## src/rtl/a2d_intf_if.sv

```systemverilog
// -----------------------------------------------------------------------------
// a2d_intf_if
//   Bundles the conversion handshake (motion controller side) and the four SPI
//   pins of the external ADC into one port.
//
//   Signals:
//     start_conv  one-cycle conversion request
//     chnnl[2:0]  ADC channel to convert, sampled with start_conv
//     cnv_cmplt   level, result valid
//     res[11:0]   conversion result
//     SS_n        ADC slave select, active low
//     SCLK        SPI clock, idles high
//     MOSI        command bits to the ADC, MSB first
//     MISO        data bits from the ADC, MSB first
//
//   Modports:
//     slave   the converter block (accepts requests, drives the SPI pins)
//     master  the environment (issues requests, plays the ADC on MISO)
// -----------------------------------------------------------------------------
interface a2d_intf_if;
  logic        start_conv;
  logic [2:0]  chnnl;
  logic        cnv_cmplt;
  logic [11:0] res;
  logic        SS_n;
  logic        SCLK;
  logic        MOSI;
  logic        MISO;

  modport slave (
    input  start_conv, chnnl, MISO,
    output cnv_cmplt, res, SS_n, SCLK, MOSI
  );

  modport master (
    output start_conv, chnnl, MISO,
    input  cnv_cmplt, res, SS_n, SCLK, MOSI
  );
endinterface

```

## src/rtl/a2d_intf.sv

```systemverilog
// -----------------------------------------------------------------------------
// a2d_intf
//   Runs one ADC conversion per start_conv request over a 16-bit SPI frame.
//   The command word {2'b00, chnnl, 11'h000} is shifted out on MOSI while the
//   reply is shifted in from MISO; the low 12 bits of the reply become res.
//
//   Ports:
//     clk   system clock, all state on the rising edge
//     rst   asynchronous active-high reset
//     bus   a2d_intf_if.slave (start_conv, chnnl, cnv_cmplt, res,
//           SS_n, SCLK, MOSI, MISO)
//
//   Build option:
//     A2D_DUAL_XFER_EN  defined   -> two frames per conversion separated by a
//                                    32-clk gap; the ADC answers with the
//                                    channel requested in the previous frame,
//                                    so only the second reply is used.
//                       undefined -> a single frame, result from that frame.
//
//   SPI timing: SCLK is bit 4 of a 5-bit divider that runs only while SS_n is
//   low. Loading 5'b10111 at frame start gives a 9-clk front porch before the
//   first SCLK fall; MISO is sampled the clk before each rise and MOSI shifts
//   the clk before each fall.
// -----------------------------------------------------------------------------
module a2d_intf (
  input  logic      clk,
  input  logic      rst,
  a2d_intf_if.slave bus
);

  typedef enum logic [2:0] {IDLE, XFER1, GAP, XFER2, DONE} state_e;

  localparam logic [4:0] DIV_LOAD  = 5'b10111;  // frame start value
  localparam logic [4:0] DIV_HOLD  = 5'b11111;  // idle value, SCLK high
  localparam logic [4:0] DIV_SMPL  = 5'b01111;  // clk before SCLK rise
  localparam logic [4:0] BITS_LAST = 5'd16;
  localparam logic [4:0] GAP_LAST  = 5'd31;

  state_e      state_q, state_d;
  logic [4:0]  div_q, div_d;
  logic [4:0]  bit_cnt_q, bit_cnt_d;
  logic [15:0] tx_q, tx_d;
  logic [15:0] rx_q, rx_d;
  logic [2:0]  chnnl_q, chnnl_d;
  logic        ss_n_q, ss_n_d;
  logic        cnv_cmplt_q, cnv_cmplt_d;
  logic [11:0] res_q, res_d;

  logic in_frame;
  logic smpl;
  logic shft;
  logic frame_end;
  logic unused_rx_msb;

  function automatic logic [15:0] cmd_word(input logic [2:0] ch);
    return {2'b00, ch, 11'h000};
  endfunction

  assign in_frame  = ~ss_n_q;
  assign smpl      = in_frame && (div_q == DIV_SMPL);
  // The front-porch pass through 5'b11111 happens before any bit has been
  // sampled; skipping it keeps the MSB on MOSI for the first SCLK rise.
  assign shft      = in_frame && (div_q == DIV_HOLD) && (bit_cnt_q != 5'd0);
  assign frame_end = in_frame && (bit_cnt_q == BITS_LAST);

  // The top nibble of the ADC reply carries no data.
  assign unused_rx_msb = rx_q[15];

  always_comb begin
    // NOTE: every target gets its hold value first, so no branch can leave a
    // signal unassigned and infer a latch.
    state_d     = state_q;
    div_d       = div_q;
    bit_cnt_d   = bit_cnt_q;
    tx_d        = tx_q;
    rx_d        = rx_q;
    chnnl_d     = chnnl_q;
    ss_n_d      = ss_n_q;
    cnv_cmplt_d = cnv_cmplt_q;
    res_d       = res_q;

    // SPI datapath, shared by both frames.
    if (in_frame) div_d = div_q + 5'd1;
    if (smpl) begin
      rx_d      = {rx_q[14:0], bus.MISO};
      bit_cnt_d = bit_cnt_q + 5'd1;
    end
    if (shft) tx_d = {tx_q[14:0], 1'b0};

    case (state_q)
      IDLE: begin
        if (bus.start_conv) begin
          chnnl_d     = bus.chnnl;
          cnv_cmplt_d = 1'b0;
          ss_n_d      = 1'b0;
          div_d       = DIV_LOAD;
          bit_cnt_d   = 5'd0;
          tx_d        = cmd_word(bus.chnnl);
          state_d     = XFER1;
        end
      end
      XFER1: begin
        if (frame_end) begin
          ss_n_d    = 1'b1;
          div_d     = DIV_HOLD;
          bit_cnt_d = 5'd0;
`ifdef A2D_DUAL_XFER_EN
          state_d   = GAP;
`else
          state_d   = DONE;
`endif
        end
      end
      GAP: begin
        // With SS_n high the bit counter is free and times the gap.
        if (bit_cnt_q == GAP_LAST) begin
          ss_n_d    = 1'b0;
          div_d     = DIV_LOAD;
          bit_cnt_d = 5'd0;
          tx_d      = cmd_word(chnnl_q);
          state_d   = XFER2;
        end else begin
          bit_cnt_d = bit_cnt_q + 5'd1;
        end
      end
      XFER2: begin
        if (frame_end) begin
          ss_n_d    = 1'b1;
          div_d     = DIV_HOLD;
          bit_cnt_d = 5'd0;
          state_d   = DONE;
        end
      end
      DONE: begin
        res_d       = rx_q[11:0];
        cnv_cmplt_d = 1'b1;
        state_d     = IDLE;
      end
      default: state_d = IDLE;
    endcase
  end

  // NOTE: state is updated with non-blocking assignments so every flop sees
  // the pre-edge value of every other flop, independent of statement order.
  always_ff @(posedge clk or posedge rst) begin
    if (rst) begin
      state_q     <= IDLE;
      div_q       <= DIV_HOLD;
      bit_cnt_q   <= 5'd0;
      tx_q        <= 16'h0000;
      rx_q        <= 16'h0000;
      chnnl_q     <= 3'd0;
      ss_n_q      <= 1'b1;
      cnv_cmplt_q <= 1'b0;
      res_q       <= 12'h000;
    end else begin
      state_q     <= state_d;
      div_q       <= div_d;
      bit_cnt_q   <= bit_cnt_d;
      tx_q        <= tx_d;
      rx_q        <= rx_d;
      chnnl_q     <= chnnl_d;
      ss_n_q      <= ss_n_d;
      cnv_cmplt_q <= cnv_cmplt_d;
      res_q       <= res_d;
    end
  end

  assign bus.SS_n      = ss_n_q;
  assign bus.SCLK      = div_q[4];
  assign bus.MOSI      = tx_q[15];
  assign bus.cnv_cmplt = cnv_cmplt_q;
  assign bus.res       = res_q;

endmodule

```

## src/flat_wrapper.sv

```systemverilog
// flat-port wrapper written by rule: the top's interface ports become plain ports
module a2d_intf_flat 
  (clk, rst, bus_start_conv, bus_chnnl, bus_MISO, bus_cnv_cmplt, bus_res, bus_SS_n, bus_SCLK, bus_MOSI);
  a2d_intf_if bus_i ();
  input  logic clk;
  input  logic rst;
  input wire logic [$bits(bus_i.start_conv)-1:0] bus_start_conv;
  input wire logic [$bits(bus_i.chnnl)-1:0] bus_chnnl;
  input wire logic [$bits(bus_i.MISO)-1:0] bus_MISO;
  output wire logic [$bits(bus_i.cnv_cmplt)-1:0] bus_cnv_cmplt;
  output wire logic [$bits(bus_i.res)-1:0] bus_res;
  output wire logic [$bits(bus_i.SS_n)-1:0] bus_SS_n;
  output wire logic [$bits(bus_i.SCLK)-1:0] bus_SCLK;
  output wire logic [$bits(bus_i.MOSI)-1:0] bus_MOSI;
  assign bus_i.start_conv = bus_start_conv;
  assign bus_i.chnnl = bus_chnnl;
  assign bus_i.MISO = bus_MISO;
  assign bus_cnv_cmplt = bus_i.cnv_cmplt;
  assign bus_res = bus_i.res;
  assign bus_SS_n = bus_i.SS_n;
  assign bus_SCLK = bus_i.SCLK;
  assign bus_MOSI = bus_i.MOSI;
  a2d_intf u_core (.clk(clk), .rst(rst), .bus(bus_i));
endmodule
```

## config.mk

```make
export PLATFORM = sky130hd
export DESIGN_NAME = a2d_intf_flat
export DESIGN_NICKNAME = d
export VERILOG_FILES = /design/src/rtl/a2d_intf_if.sv /design/src/rtl/a2d_intf.sv /design/src/flat_wrapper.sv
export SDC_FILE = /design/constraint.sdc
export NUM_CORES = 1
export LEC_CHECK = 0
export CORE_AREA = 2 2 55 96
export DETAILED_ROUTE_END_ITERATION = 16
export DIE_AREA = 0 0 57 98
export PLACE_DENSITY = 0.75
export SLEW_MARGIN = 20
export SYNTH_ARGS = -nofsm -noshare
export SYNTH_HDL_FRONTEND = slang
export SYNTH_SLANG_ARGS = --single-unit
```

## constraint.sdc

```tcl
create_clock -name clk -period 2.3 [get_ports clk]
set_clock_uncertainty 0.2 [all_clocks]
set_input_delay 0.23 -clock clk [delete_from_list [all_inputs] [get_ports clk]]
set_output_delay 0.23 -clock clk [all_outputs]
set_load 0.03 [all_outputs]
```

## Yosys cells after proc, flatten, opt, wreduce, memory -nomap -nowiden

Cells that the tools add are included.

- Muxes and demuxes: 23
- Eq/ne operators: 11
- Add/sub/neg operators: 2
- Bitwise operators: 1
- Reductions and logical operators: 13

Operator list:

| cell | number |
|---|---|
| two-way mux 16 bit | 3 |
| two-way mux 5 bit | 8 |
| case mux 16 bit (2 select lines) | 1 |
| case mux 5 bit (3 select lines) | 2 |
| == test 5 bit (second input constant) | 3 |
| adder 5 x 1 -> 5 bit (second input constant) | 2 |
| two-way mux 3 bit | 3 |
| case mux 3 bit (3 select lines) | 1 |
| == test 3 x 2 -> 1 bit (second input constant) | 2 |
| == test 5 x 4 -> 1 bit (second input constant) | 1 |
| nonzero test 5 bit | 1 |
| logical AND 1 bit | 4 |
| != test 2 x 1 -> 1 bit (second input constant) | 2 |
| AND reduction 2 bit | 2 |
| AND reduction 4 bit | 1 |
| == test 3 x 1 -> 1 bit (second input constant) | 1 |
| == test 3 bit (second input constant) | 1 |
| zero test 3 bit | 1 |
| two-way mux 1 bit | 3 |
| case mux 1 bit (3 select lines) | 1 |
| AND reduction 3 bit | 1 |
| nonzero test 3 bit | 1 |
| != test 2 bit (second input constant) | 1 |
| case mux 1 bit (2 select lines) | 1 |
| other kinds (3) | 3 |

- Word-level logic and storage cells: 59
- Input port bits: 7
- Register bits: 58

## Longest topological paths before layout

- Depth in word-level cells: 6
- Depth in mapped cells: 8

## Worst setup path before layout

Ideal clock, no wire load.

- Path type: flip-flop to flip-flop
- Start: register u_core.div_q[0]
- End: register u_core.bit_cnt_q[1]
- Buffers on the path: 0
- Stages on the path, launching flop included: 8
- Required time: 2018 ps
- Arrival: 1846 ps
- Setup slack: 171 ps
- Cell sequence: dfstp_2 ha_1 and3_1 ha_1 or3b_2 o22ai_1 a21oi_1 o22ai_1

- Longest elaborated chain between the ends: 5
- Elaborated cells between the ends (all ways): 6
- Classes of those cells: eq/ne: 1; mux: 4; reduce/logical: 1

Ends and longest elaborated chain:

| element | line | text |
|---|---|---|
| from (decl) | a2d_intf.sv:40 | `logic [4:0] div_q, div_d;` |
| from (signal assigned) | a2d_intf.sv:158 | `div_q <= div_d;` |
| == test 5 x 4 -> 1 bit * | a2d_intf.sv:60 | `assign smpl = in_frame && (div_q == DIV_SMPL);` |
| logical AND 1 bit * | a2d_intf.sv:60 |  |
| two-way mux 5 bit * | a2d_intf.sv:84 | `if (smpl) begin` |
| two-way mux 5 bit (on tied branches) | a2d_intf.sv:103, a2d_intf.sv:127, a2d_intf.sv:92 |  |
| case mux 5 bit (3 select lines) * | a2d_intf.sv:90 | `case (state_q)` |
| net u_core.bit_cnt_d[1] | a2d_intf.sv:41 | `logic [4:0] bit_cnt_q, bit_cnt_d;` |
| to (signal assigned) | a2d_intf.sv:159 | `bit_cnt_q <= bit_cnt_d;` |
| to (decl) | a2d_intf.sv:41 |  |

The timed path passes the listed nets; every way through them passes the cells marked *.
A chain may end at the register's enable or synchronous reset.

## Worst setup path in the final report

Ends and elaborated chain as after synthesis.

==> reports/metrics.yaml <==
timing:
  tightest_slew_ps: 394.8
  report.final.slew_viol_count: 0
  final_hold_viol_count: 0
  timing.fmax_mhz: 460.4
  min_period_ps: 2172
  rsz0062_at_grt: "true"
  setup_violations: 0
  fin_crit_sh_pct: 94.43
  slew_headroom_pct: 73.68
  setup_ws_ps: 128.2
cells_and_area:
  layout_commonest_cell: "dfrtp_1"
  stdcell_count: 291
  syn_to_final_growth_pct: 19.82
  drive_gt1_share_pct: 29.96
  nets: 245
  finalInstanceArea_um2: 3055
  n_antenna_cell: 0
  final_cell_mix: "dfrtp_1, mux2_2, clkdlybuf4s50_1"
  post-route-util_pct: 63.00
logic_synthesis:
  synthArstFlopShare_pct: 100.0
  synth_nets: 213
  ys_ff_latch: 58
  synth_top_flop_cell: "dfrtp_1"
  synth_cell_type_count: 36
  synth_edf_count: 0
  syn_area_um2: 2550
  yosysWarnings: 0
  postSynthAreaPerCell_um2: 12.75
  yosysSeqAreaShare_pct: 57.21
  synth_cells: 200
job:
  maxCapViolCount: 0
detailed_routing:
  post_drt_wl_per_cell_um: 15.42
  top_layer: "met4"
  firstDrtPassIters: 4
  routed-wl-met2_um: 2345
  drc: 0
  avgViaCountPerCell: 5.577
  routed_wl_um: 4488
  drtIter0Drc: 24
  wl_met3_um: 156
  ant_nets: 0
  wl_met1_um: 1911
  route.vias.total: 1623
die:
  initial_core_util_pct: 52.58
  dieArea_um2: 5586
  coreArea_um2: 4850
  die_w_um: 57
  die_h_um: 98
  floorplan.rows: 34
  io_pins: 23
worst_setup_path:
  cp_data_arrival_time_ps: 2220
  critPathKind: "flip-flop to flip-flop"
  crit_required_ps: 2350
  critical_path.endpoint_type: "flip-flop"
  worst_setup_path_start_kind: "flip-flop"
  crit_chain: "ha_1 -> and3_1 -> ha_2 -> or3b_4 -> o22ai_2 -> a21oi_1 -> o22ai_1"
  cp_num_buf_inv: 0
  critPathSlowestCell: "dfstp_2"
  critPathMaxFanout: 3
  max_stage_delay_ps: 550
  crit_family: "simple AND/OR/NAND/NOR gates"
place:
  routabilityCongestion: 0.7789
  dpl_worst_slack_ps: 38.06
  place_area_um2: 2850
  portBuffers: 22
  dp_cells: 275
  dp_hpwl_um: 3061
cts:
  cts-htree-levels: 3
  clk_latency_ps: 330
  cts_sinks: 58
  post-cts-setup-buffers: 0
  cts_tree: "built"
  clkSlewWorstSetupHoldPaths_ps: 60
  clk_path_buf_depth: 2
  cts_root_buffer: "clkbuf_8"
  cts_inserted_buffers: 9
  hold_buffers: 0
pwr:
  p_sw_share_pct: 21.79
  combinationalPowerShare_pct: 2.5
  power.density_nw_per_um2: 636.8
  p_leak_nw: 1.453
  finalPower_mw: 1.946
  pwr-share-clk_pct: 44.5
  vdd_drop_max_uv: 525.9
  p_seq_share_pct: 53.0
  intPower_mw: 1.522
  p_sw_mw: 0.4239
grt:
  grt_first_pass_wirelength_um: 8079
  grt_pass1_vias: 1770
  grt_remaining_overflow: 0
  antenna_found_initial: 0
  track_usage_pct: 18.76
  grt_max_degree: 59
status:
  status: "finished, final reports clean"
hold_path:
  hold_class: "primary input to asynchronous set/reset pin"
==> kinds of logic (layout without fill, tap and decap cells) <==
group           Yosys count  in the layout  synth area share (%)
flops                    58             58                 57.21
buf+inv                  17             54                 3.729
mux                      43             43                 18.20
simple gates             42             42                 8.930
compound gates           32             32                 8.293
fa+ha+maj                 6              6                 2.944
xor+xnor                  2              2                0.6871
==> final timing paths <==
check / startpoint / end / slack [ps] / cells after the start
max in group asynchronous: rst / u_core.div_q[3] / 1520 / 3
worst min register to register: u_core.bus.res[10] / u_core.bus.res[10] / 310 / 1
min in group clk: u_core.bus.res[10] / u_core.bus.res[10] / 310 / 1
worst min-delay path: rst / u_core.bus.res[7] / 60 / 3
worst max-delay path: u_core.div_q[0] / u_core.bit_cnt_q[1] / 130 / 7
worst max register to register: u_core.div_q[0] / u_core.bit_cnt_q[1] / 130 / 7
==> Yosys cell counts, types with 2 or more instances <==
master,count,area [µm²]
a32oi_1,3,26.28
nor2b_1,2,12.51
nor2_1,16,60.06
mux2i_1,16,160.2
mux2_2,27,304.0
buf_2,5,25.02
xor2_1,2,17.52
o21ai_0,6,30.03
nor3_1,2,10.01
and3_1,2,12.51
ha_1,6,75.07
nand2b_1,7,43.79
a311oi_1,2,17.52
o21bai_1,3,22.52
nand2_1,4,15.01
and3_2,2,15.01
or2_2,2,12.51
dfrtp_1,52,1301
a21oi_1,8,40.04
o22ai_1,5,31.28
dfstp_2,6,157.7
inv_1,8,30.03
==> repair_timing <==
action,in CTS,in global routing
gates resized for setup,0,6
setup endpoints to repair,0,6
endpoints found under the hold margin,0,0
==> tightest hold or removal path, cell delays in order <==
cell and delay, ps:
clkdlybuf4s50_1 410, inv_2 70, buf_12 270
==> power groups by stage <==
stage | clock [mW] | sequential [mW] | combinational, mW
3_5_place_dp | 0 | 1.05 | 0.0508
5_1_grt | 0.940 | 1.03 | 0.0554
4_1_cts | 0.891 | 1.03 | 0.0509
2_1_floorplan | 0 | 1.05 | 0.0237
3_3_place_gp | 0 | 1.05 | 0.0500
6_report | 0.866 | 1.03 | 0.0489
==> state kept, by name (all words and copies together) (netlist names) <==
name	cells
u_core.bus.res	12
u_core.rx_q	12
u_core.div_q	5
u_core.bus.SS_n	1
u_core.chnnl_q	3
u_core.bus.cnv_cmplt	1
u_core.state_q	3
u_core.bit_cnt_q	5
u_core.tx_q	16
==> routing by layer <==
metal  track usage, %  vias to the layer above
met5                0                        -
met4            10.02                        0
met3            4.503                        7
met2            30.77                       31
met1            22.34                      818
li1                 -                      767
==> metrics by stage <==
stage               TNS (ps)  hold WS (ps)
floorplan                  0         181.7
global placement           0         290.7
detailed placement         0         290.8
CTS                        0         70.87
global route          -21.38         106.8
finish                     0         63.06
==> cell type report <==
type                       count  area [µm²]
clock inverter                 4       25.02
inverter                       8       30.03
sequential                    58        1460
tap                           54       67.56
clock buffer                  12       165.2
multi-input combinational    125        1015
timing repair buffer          30       292.8
fill                         389        1794
Note: power is estimated with default switching activity, not from simulation.
